<file path="config.mk">
export PLATFORM = sky130hd
export DESIGN_NAME = ram_stream_reader
export DESIGN_NICKNAME = d
export VERILOG_FILES = /design/src/rtl/ram_stream_reader_pkg.sv /design/src/rtl/stream_skid_buffer.sv /design/src/rtl/ram_stream_reader.sv
export SDC_FILE = /design/constraint.sdc
export NUM_CORES = 1
export LEC_CHECK = 0
export CORE_ASPECT_RATIO = 1.75
export CORE_MARGIN = 8
export CORE_UTILIZATION = 41
export DETAILED_ROUTE_END_ITERATION = 8
export GPL_ROUTABILITY_DRIVEN = 0
export PLACE_DENSITY = 0.66
export SYNTH_ARGS = -nofsm -noshare
export SYNTH_HDL_FRONTEND = slang
export SYNTH_HIERARCHICAL = 1
export SYNTH_SLANG_ARGS = --single-unit
</file>
<file path="constraint.sdc">
create_clock -name clk -period 7.5 [get_ports clk]
set_input_delay 1.5 -clock clk [delete_from_list [all_inputs] [get_ports clk]]
set_output_delay 1.5 -clock clk [all_outputs]
set_load 0.005 [all_outputs]
</file>
<file path="src/rtl/ram_stream_reader_pkg.sv">
// ram_stream_reader_pkg
//   Shared types and constants for the RAM stream reader and its skid buffer.
//   - state_t   : burst controller states (IDLE, RUN, DRAIN, DONE)
//   - STATE_W   : encoded state width
//   - BUF_DEPTH : entries in the output skid buffer
package ram_stream_reader_pkg;

    localparam int STATE_W   = 2;
    localparam int BUF_DEPTH = 2;

    typedef enum logic [STATE_W-1:0] {
        IDLE  = 2'd0,
        RUN   = 2'd1,
        DRAIN = 2'd2,
        DONE  = 2'd3
    } state_t;

endpackage

</file>
<file path="src/rtl/stream_skid_buffer.sv">
// stream_skid_buffer
//   Two-entry FIFO used as the output stage of valid/ready stream blocks.
//   Ports:
//     clk, rst_n  : clock, asynchronous active-low reset
//     push        : write push_data at the end of this cycle
//     push_data   : word to store
//     pop         : consumer took the head word this cycle
//     flush       : synchronous clear; overrides push and pop
//     head_data   : oldest word (zero when empty)
//     head_valid  : buffer holds at least one word
//     occupancy   : number of stored words (0..2)
//   A push while full is only honoured if a pop frees a slot in the same cycle.
module stream_skid_buffer
    import ram_stream_reader_pkg::*;
#(
    parameter int SIZE = 8
) (
    input  logic            clk,
    input  logic            rst_n,
    input  logic            push,
    input  logic [SIZE-1:0] push_data,
    input  logic            pop,
    input  logic            flush,
    output logic [SIZE-1:0] head_data,
    output logic            head_valid,
    output logic [1:0]      occupancy
);

    logic [SIZE-1:0] mem_r [BUF_DEPTH];
    logic            rd_ptr_r;
    logic            wr_ptr_r;
    logic [1:0]      count_r;
    logic            do_push_s;
    logic            do_pop_s;

    // Qualify push/pop against the current fill level.
    always_comb begin
        do_pop_s  = 1'b0;
        do_push_s = 1'b0;
        if (count_r != 2'd0) begin
            do_pop_s = pop;
        end else begin
            do_pop_s = 1'b0;
        end
        if ((count_r != 2'd2) || do_pop_s) begin
            do_push_s = push;
        end else begin
            do_push_s = 1'b0;
        end
    end

    // Storage, pointers and fill counter.
    always_ff @(posedge clk or negedge rst_n) begin
        if (!rst_n) begin
            for (int i = 0; i < BUF_DEPTH; i++) begin
                mem_r[i] <= '0;
            end
            rd_ptr_r <= 1'b0;
            wr_ptr_r <= 1'b0;
            count_r  <= 2'd0;
        end else if (flush) begin
            rd_ptr_r <= 1'b0;
            wr_ptr_r <= 1'b0;
            count_r  <= 2'd0;
        end else begin
            if (do_push_s) begin
                mem_r[wr_ptr_r] <= push_data;
                wr_ptr_r        <= ~wr_ptr_r;
            end
            if (do_pop_s) begin
                rd_ptr_r <= ~rd_ptr_r;
            end
            count_r <= count_r + {1'b0, do_push_s} - {1'b0, do_pop_s};
        end
    end

    assign head_valid = (count_r != 2'd0);
    assign head_data  = head_valid ? mem_r[rd_ptr_r] : '0;
    assign occupancy  = count_r;

endmodule

</file>
<file path="src/rtl/ram_stream_reader.sv">
// ram_stream_reader
//   Read master for a dual-port RAM with one cycle of registered read latency.
//   A start command walks a wrapping address range [base_addr, +length) and
//   delivers the words in order on a valid/ready stream with full backpressure.
//   Ports:
//     clk, rst_n          : clock, asynchronous active-low reset
//     start               : burst command, only sampled in IDLE
//     base_addr, length   : first address and word count (0..2*DEPTH-1)
//     busy, done          : controller not idle / one-cycle completion pulse
//     raddr, read_data    : RAM read port
//     out_data, out_valid, out_ready : output stream
//     abort               : only when RAM_STREAM_READER_ABORT_EN is defined;
//                           ends a running burst early (flush, then done)
module ram_stream_reader
    import ram_stream_reader_pkg::*;
#(
    parameter  int SIZE  = 8,
    parameter  int DEPTH = 8,
    localparam int AW    = $clog2(DEPTH)
) (
    input  logic            clk,
    input  logic            rst_n,
    input  logic            start,
    input  logic [AW-1:0]   base_addr,
    input  logic [AW:0]     length,
`ifdef RAM_STREAM_READER_ABORT_EN
    input  logic            abort,
`endif
    output logic            busy,
    output logic            done,
    output logic [AW-1:0]   raddr,
    input  logic [SIZE-1:0] read_data,
    output logic [SIZE-1:0] out_data,
    output logic            out_valid,
    input  logic            out_ready
);

    state_t        state_r;
    state_t        state_nxt_s;
    logic [AW-1:0] ptr_r;
    logic [AW:0]   remaining_r;
    logic          inflight_r;
    logic          abort_s;
    logic          pop_s;
    logic          issue_s;
    logic [2:0]    credit_s;
    logic [1:0]    occ_s;

    function automatic logic [AW-1:0] next_ptr(input logic [AW-1:0] p);
        if (p == AW'(DEPTH - 1)) begin
            return '0;
        end else begin
            return p + 1'b1;
        end
    endfunction

`ifdef RAM_STREAM_READER_ABORT_EN
    assign abort_s = abort && ((state_r == RUN) || (state_r == DRAIN));
`else
    assign abort_s = 1'b0;
`endif

    // Abort wins over a same-cycle handshake: that word is not consumed.
    assign pop_s = out_valid && out_ready && !abort_s;

    // Words already buffered or in flight, after this cycle's pop, must leave
    // room for one more so a newly issued read always has a slot to land in.
    always_comb begin
        credit_s = {1'b0, occ_s} + {2'b00, inflight_r} - {2'b00, pop_s};
        if ((state_r == RUN) && !abort_s && (credit_s < 3'd2)) begin
            issue_s = 1'b1;
        end else begin
            issue_s = 1'b0;
        end
    end

    // Next-state logic for the burst controller.
    always_comb begin
        state_nxt_s = state_r;
        case (state_r)
            IDLE: begin
                if (start) begin
                    state_nxt_s = (length == '0) ? DONE : RUN;
                end else begin
                    state_nxt_s = IDLE;
                end
            end
            RUN: begin
                if (abort_s) begin
                    state_nxt_s = DONE;
                end else if (issue_s && (remaining_r == {{AW{1'b0}}, 1'b1})) begin
                    state_nxt_s = DRAIN;
                end else begin
                    state_nxt_s = RUN;
                end
            end
            DRAIN: begin
                // Leave as soon as the last word is handshaken this cycle so
                // done lands in the cycle right after the final transfer.
                if (abort_s) begin
                    state_nxt_s = DONE;
                end else if (!inflight_r && ((occ_s - {1'b0, pop_s}) == 2'd0)) begin
                    state_nxt_s = DONE;
                end else begin
                    state_nxt_s = DRAIN;
                end
            end
            DONE: begin
                state_nxt_s = IDLE;
            end
            default: begin
                state_nxt_s = IDLE;
            end
        endcase
    end

    // State register.
    always_ff @(posedge clk or negedge rst_n) begin
        if (!rst_n) begin
            state_r <= IDLE;
        end else begin
            state_r <= state_nxt_s;
        end
    end

    // Read pointer (drives raddr directly), remaining count and in-flight flag.
    always_ff @(posedge clk or negedge rst_n) begin
        if (!rst_n) begin
            ptr_r       <= '0;
            remaining_r <= '0;
            inflight_r  <= 1'b0;
        end else begin
            inflight_r <= issue_s;
            if ((state_r == IDLE) && start) begin
                ptr_r       <= base_addr;
                remaining_r <= length;
            end else if (issue_s) begin
                ptr_r       <= next_ptr(ptr_r);
                remaining_r <= remaining_r - {{AW{1'b0}}, 1'b1};
            end else begin
                ptr_r       <= ptr_r;
                remaining_r <= remaining_r;
            end
        end
    end

    stream_skid_buffer #(
        .SIZE(SIZE)
    ) u_buf (
        .clk        (clk),
        .rst_n      (rst_n),
        .push       (inflight_r && !abort_s),
        .push_data  (read_data),
        .pop        (pop_s),
        .flush      (abort_s),
        .head_data  (out_data),
        .head_valid (out_valid),
        .occupancy  (occ_s)
    );

    assign raddr = ptr_r;
    assign busy  = (state_r != IDLE);
    assign done  = (state_r == DONE);

endmodule

</file>
==> flow_summary_export.csv <==
group,metric,value,unit
finish,layout_common_cells,"clkdlybuf4s50_1, dfrtp_1, nor2_1, nand2_1, inv_1",
sta,slew_violations,0,
worst_setup_path,reg2reg_slack,4.44,ns
sta,fin_tns_setup,0,ns
sta,slew_headroom,56.54,%
sta,hold_slack,0.5164,ns
sta,setup_viol,0,
synthesis,ys_top_cells_by_area,"dfrtp_1, mux2_4, mux2_2, ha_1, mux2i_1",
clock_network,insertion_delay,0.27,ns
global_routing,grt_max_degree,31,
synthesis,synthArstFlopShare,100.0,%
sta,period_share,47.75,%
run,drv_cap,0,
detailed_routing,avgRoutedWirePerCell,14.95,µm
outcome,outcome,"finished clean",
detailed_routing,antenna_left,0,
worst_setup_path,path_cells,"clkdlybuf4s50_1 > nand2_1 > xor2_1 > nand2b_1 > fa_1 > and3b_1 > nand4_1 > a221o_1",
synthesis,yosys.cell_types.count,43,
detailed_routing,routed_via_density,5.129,
power,combPwrFrac,47.4,%
synthesis,postSynthCellCount,151,
worst_setup_path,crit_start,"out_ready",
worst_setup_path,reg2reg_from,"u_buf/occupancy[1]",
power,p_sw,0.3440,mW
worst_setup_path,critical_path.max_stage_delay,0.47,ns
finish,drive_above_1_share,19.27,%
synthesis,synth-edff-count,0,
clock_network,ctsHtreeMaxLevel,2,
detailed_routing,wirelength,3602,µm
worst_setup_path,cp_max_fo,10,
power,p_clk_share,20.5,%
clock_network,cts_buffers,5,
sta,rsz0062_at_grt,"false",
sta,hold_viol_final,0,
detailed_routing,drc,0,
finish,stdcell_count,241,
global_routing,grtUsageMet1,11.89,%
detailed_routing,drtPass1Iterations,4,
synthesis,synth-main-ff-cell,"dfrtp_1",
clock_network,cts-root-buf,"clkbuf_8",
global_routing,grt_overflow_total,0,
worst_setup_path,reg2reg_depth,9,
finish,fin_util,54.16,%
global_routing,grt_pass1_wl,6099,µm
finish,area_growth,30.02,%
die,die-area,0.006533,mm²
sta,clock_skew,0.006610,ns
placement,placed_cells,233,
synthesis,ys_ff_latch,30,
synthesis,synth_top_area_share,44.25,%
synthesis,syn_avg_cell_area,11.24,µm²
clock_network,cts_max_path_buffers,2,
clock_network,tritoncts,"built",
die,die_x,64.63,µm
power,leakagePower,0.9805,nW
die,core-area,0.004073,mm²
worst_setup_path,crit_path_end,"state_r[0]",
global_routing,grtUsageMet2,20.92,%
min_path,min_path_type,"reg2reg",
power,p_sw_share,34.66,%
worst_setup_path,required,7.66,ns
sta,fmax,279.2,MHz
detailed_routing,vias,1236,
global_routing,grtUsageMet3,4.120,%
global_routing,grt_usage,11.59,%
worst_setup_path,critical_path_arrival,3.74,ns
synthesis,ys_seq_area_share,44.25,%
die,ios,33,
synthesis,synth.largest_area_cell,"dfrtp_1",
clock_network,cts.clk_slew.worst_paths,0.06,ns
global_routing,grt.busiest_layer,"met2",
finish,diodes,0,
clock_network,cts_resized,0,
power,pwr-share-seq,32.1,%
placement,dpl.hpwl,2706,µm
global_routing,grt_pass1_vias,1364,
finish,fillers,367,
synthesis,synth_area,0.001697,mm²
power,p_int,0.6484,mW
die,initial_core_util,41.66,%
placement,portBuffers,32,
synthesis,synth_warnings,6,
worst_setup_path,timing.rr.end,"state_r[0]",
clock_network,numClockSinks,30,
sta,worstMarginPinSlew,0.6494,ns
global_routing,antenna_found_initial,0,
worst_setup_path,worstSetupStartpointType,"input pin",
die,rows,31,
power,power_density,449.9,mW/mm²
clock_network,cts_setup_buffers,0,
clock_network,hold_buffers,0,
detailed_routing,drt_iter0_markers,28,
die,die_h,101.1,µm
worst_setup_path,crit_type,"in2reg",
power,vdd_drop_max,222.2,µV
finish,final_common_cell,"clkdlybuf4s50_1",
sta,period_needed,3.581,ns
worst_setup_path,end_kind,"flip-flop",
worst_setup_path,crit_slowest_cell,"fa_1",
finish,nNetsFinal,218,
kinds of logic after synthesis:
| logic type | count (synthesis) | synth area share [%] |
|---|---|---|
| muxes | 24 | 17.11 |
| and+or+nand+nor | 52 | 17.04 |
| AOI/OAI and AO/OA | 15 | 7.153 |
| buffers and inverters | 16 | 4.867 |
| xor gates and xnor gates | 5 | 3.024 |
| adders and majority gates | 8 | 6.342 |
| DFF | 30 | 44.25 |
| other | 1 | 0.2210 |
synth_stat cells (2+ instances only):
library cell and n:
a21oi_1 2, mux2i_1 8, mux2_4 8, nand2_1 12, xor2_1 3, ha_1 7, inv_1 11, buf_6 3
nand3_1 5, nor3_1 2, mux2_2 8, dfrtp_1 30, or2_2 2, nor2_1 15, o211ai_1 6, clkbuf_1 2
flip-flops by register name (all words and copies together), names as in the netlist:
name	flops
inflight_r	1
raddr	3
remaining_r	4
state_r	2
u_buf/mem_r	16
u_buf/occupancy	2
u_buf/rd_ptr_r	1
u_buf/wr_ptr_r	1
through the flow:
stage / power [mW] / setup WS [ns] / instance area [µm²]
global placement: 0.7771 / 3.698 / 2063
CTS: 1.007 / 3.933 / 2206
global route: 1.068 / 3.787 / 2206
floorplan: 0.6618 / 4.291 / 1715
finish: 0.9924 / 3.919 / 2206
detailed placement: 0.7950 / 3.641 / 2063
critical path, delay by kind of cell:
kind	cells	cell delay [ns]
buffers and inverters	1	0.46
AO/OA/AOI/OAI	1	0.38
XOR/XNOR	1	0.16
adder cells (fa/ha/maj)	1	0.47
AND/OR/NAND/NOR	4	0.76
per-layer routing:
| metal | vias up | wire length, µm | share of wire [%] |
|---|---|---|---|
| li1 | 594 | - | - |
| met1 | 604 | 1460 | 41 |
| met2 | 36 | 1886 | 52 |
| met3 | 2 | 236 | 6.6 |
| met4 | 0 | 19 | 0.53 |
| met5 | - | 0 | 0 |
final cells by class:
class,count,area [µm²],share of cell area (%)
multi-input cells,110,882.1,39.99
flip-flops and latches,30,750.7,34.03
repair buffers,33,327.8,14.86
clock buffers,6,82.58,3.744
well taps,49,61.31,2.779
clock inverters,2,60.06,2.723
inverters,11,41.29,1.872
worst min path at each step:
stage | from | depth (start not counted) | to
after global placement | u_buf/mem_r[15] | 1 | u_buf/mem_r[15]
after global routing | u_buf/mem_r[15] | 1 | u_buf/mem_r[15]
after floorplan | u_buf/mem_r[10] | 1 | u_buf/mem_r[10]
final | u_buf/mem_r[8] | 1 | u_buf/mem_r[8]
after detailed placement | u_buf/mem_r[5] | 1 | u_buf/mem_r[5]
after CTS | u_buf/mem_r[8] | 1 | u_buf/mem_r[8]
power by group through the flow:
stage / Combinational [mW] / Clock (mW) / Sequential [mW]
after floorplan: 0.365 / 0 / 0.296
after global placement: 0.464 / 0 / 0.313
after detailed placement: 0.474 / 0 / 0.321
after CTS: 0.479 / 0.210 / 0.318
after global routing: 0.522 / 0.217 / 0.329
final: 0.470 / 0.204 / 0.318
Power figures use the tool's default switching activity.
==> RTL change: new RTL, same settings <==
Change the parameter `DEPTH` from 8 to 4.
--- a/src/rtl/ram_stream_reader.sv
+++ b/src/rtl/ram_stream_reader.sv
@@ -17,3 +17,3 @@
     parameter  int SIZE  = 8,
-    parameter  int DEPTH = 8,
+    parameter  int DEPTH = 4,
     localparam int AW    = $clog2(DEPTH)
Interface: changed (resized base_addr, length and raddr); port bits go from 33 to 30. No check against the original RTL was run, so the function may have changed too.
==> RTL change against the unedited design <==
- die area down 8.0%
- area after synthesis decreased by 10%
- power is 25% lower
- wire length shrank 13%
- sequential cell count is 2 lower
- global-route usage is 0.54 points lower
- critical path depth stayed put
- worst setup slack lost 0.052 ns
- sequential share of layout area is 2.3 points higher
- non-clock buffer count fell by 3
- design area fell by 13%
- via count is 11% lower
- critical path type unchanged
==> RTL change: results (changes against the unedited design) <==
Worst setup path
  – R2R setup slack: 4.29 ns (-0.15 ns)
  – CP Data Arrival Time: 3.77 ns (+0.03 ns)
  – CP peak stage delay: 0.52 ns (+0.05 ns)
  – Crit Path Max Fanout: 6 (-4)
  – End of the critical path: state_r[0]$_DFF_PN0_
  – Crit path from: out_ready
  – Worst setup path class: in -> reg

Yosys
  – Post-synth cell types: 41 (-4.7%)
  – Post-synthesis instance total: 131 (-13%)
  – Synth Area in Compound Gates: 5.65% (-1.5 points)
  – Top cells by count, synth: dfrtp_1, nor2_1, inv_1
  – Multiplexer share of the synthesized area: 19.0% (+1.9 points)
  – XOR/XNOR share of the synthesized area: 2.87% (-0.16 points)
  – Post-synth ARST share: 100% (unchanged)
  – Main area contributors after synthesis: dfrtp_1, mux2_4, mux2_2
  – Synth Area in Adders: 6.22% (-0.12 points)
  – Seq/Total Area, Yosys: 45.9% (+1.6 points)

CTS
  – CTS root buf: clkbuf_8
  – CTS buffer count: 3 (-2)
  – Clock transition at path regs: 0.09 ns (+0.03 ns)
  – Worst-Skew Late Latency: 0.27 ns (about the same)
  – CTS resizes: 0 (unchanged)
  – Setup bufs post-CTS: 0 (unchanged)
  – CTS H-tree lvls: 1 (-1)

GRT
  – Initial antenna violation count: 0 (unchanged)
  – Vias in the first global route: 1277 (-6.4%)
  – Global-route wire length before repair: 5.71 mm (-6.3%)
  – Largest net degree at the start of global routing: 29 (-6.5%)
  – Total GRT Usage: 11.0% (-0.54 points)

Worst hold path
  – Hold WC Path Type: reg -> reg

Placed design
  – Hpwl dp: 2.43 mm (-10%)
  – Cell total after placement: 210 (-9.9%)
  – Post-place setup slack: 3.58 ns (-0.0610 ns)
  – Input/output buffers: 29 (-9.4%)
  – Placed Instance Area: 1890 sq um (-8.6%)

Final layout
  – Antenna Cells: 0 (unchanged)
  – Layout cell share with drive strength beyond 1: 16.8% (-2.5 points)
  – Nets@finish: 193 (-11%)

Power and ir drop
  – Leak: 0.862 nW (-12%)
  – Max VDD drop: 0.221 mV (-0.69%)

Route
  – DR vias: 1096 (-11%)
  – WL per Instance: 14.7 um (-1.9%)
  – TritonRoute pass-1 iters: 4 (unchanged)
  – Detailed-route wire length: 3.12 mm (-13%)
  – DR iter-0 viols: 17 (-39%)

STA
  – Final WS setup: 3.87 ns (-0.0523 ns)
  – Worst Clk Skew: 0.00319 ns (-0.00342 ns)
  – Worst rel slew slack: 57.5% (+0.93 points)

Status
  – Status: finished clean
[RTL change: cell count changes after synthesis, sizes merged, moves of 2 or more]
cell    delta
a21oi      -2
buf        -2
dfrtp      -2
inv        -2
nand2      -6
nand3      -3
nor4b      +2
o211ai     -5
[RTL change: cell type report]
type | count | area [sq um]
Multi-Input combinational cell | 97 | 797
Fill cell | 316 | 1660
Inverter | 9 | 33.8
Timing Repair Buffer | 30 | 298
Tap cell | 46 | 57.6
Clock buffer | 3 | 41.3
Sequential cell | 28 | 701
[RTL change: worst min path at each step]
stage | startpoint | end | slack, ns | cells past startpoint
2_1_floorplan | u_buf/mem_r[10]$_DFFE_PN0P_ | u_buf/mem_r[10]$_DFFE_PN0P_ | 0.48 | 1
3_3_place_gp | u_buf/mem_r[10]$_DFFE_PN0P_ | u_buf/mem_r[10]$_DFFE_PN0P_ | 0.49 | 1
3_5_place_dp | u_buf/mem_r[12]$_DFFE_PN0P_ | u_buf/mem_r[12]$_DFFE_PN0P_ | 0.49 | 1
4_1_cts | u_buf/mem_r[12]$_DFFE_PN0P_ | u_buf/mem_r[12]$_DFFE_PN0P_ | 0.51 | 1
5_1_grt | u_buf/mem_r[14]$_DFFE_PN0P_ | u_buf/mem_r[14]$_DFFE_PN0P_ | 0.53 | 1
6_report | u_buf/mem_r[12]$_DFFE_PN0P_ | u_buf/mem_r[12]$_DFFE_PN0P_ | 0.51 | 1
[RTL change: logic make-up (layout without fill, tap and decap cells)]
group,after synthesis,after routing
other,1,6
DFF,28,28
AOI/OAI and AO/OA,11,11
and+or+nand+nor,44,44
buffers and inverters,11,42
muxes,24,24
adders and majority gates,7,7
xor gates and xnor gates,5,5
[RTL change: report_power, final]
part | total (mW) | leakage [nW] | switching, mW | internal, mW
sequential | 0.283 | 0.344 | 0.0594 | 0.224
combinational | 0.384 | 0.496 | 0.166 | 0.219
clock | 0.0779 | 0.0216 | 0.0420 | 0.0360
total | 0.745 | 0.862 | 0.267 | 0.478
[RTL change: metal layers]
| metal | GRT usage [%] | wire length (um) | vias up |
|---|---|---|---|
| li1 | - | - | 527 |
| met1 | 12.0 | 1300 | 528 |
| met2 | 19.0 | 1560 | 35 |
| met3 | 3.23 | 202 | 6 |
| met4 | 5.24 | 59 | 0 |
| met5 | 0 | 0 | - |
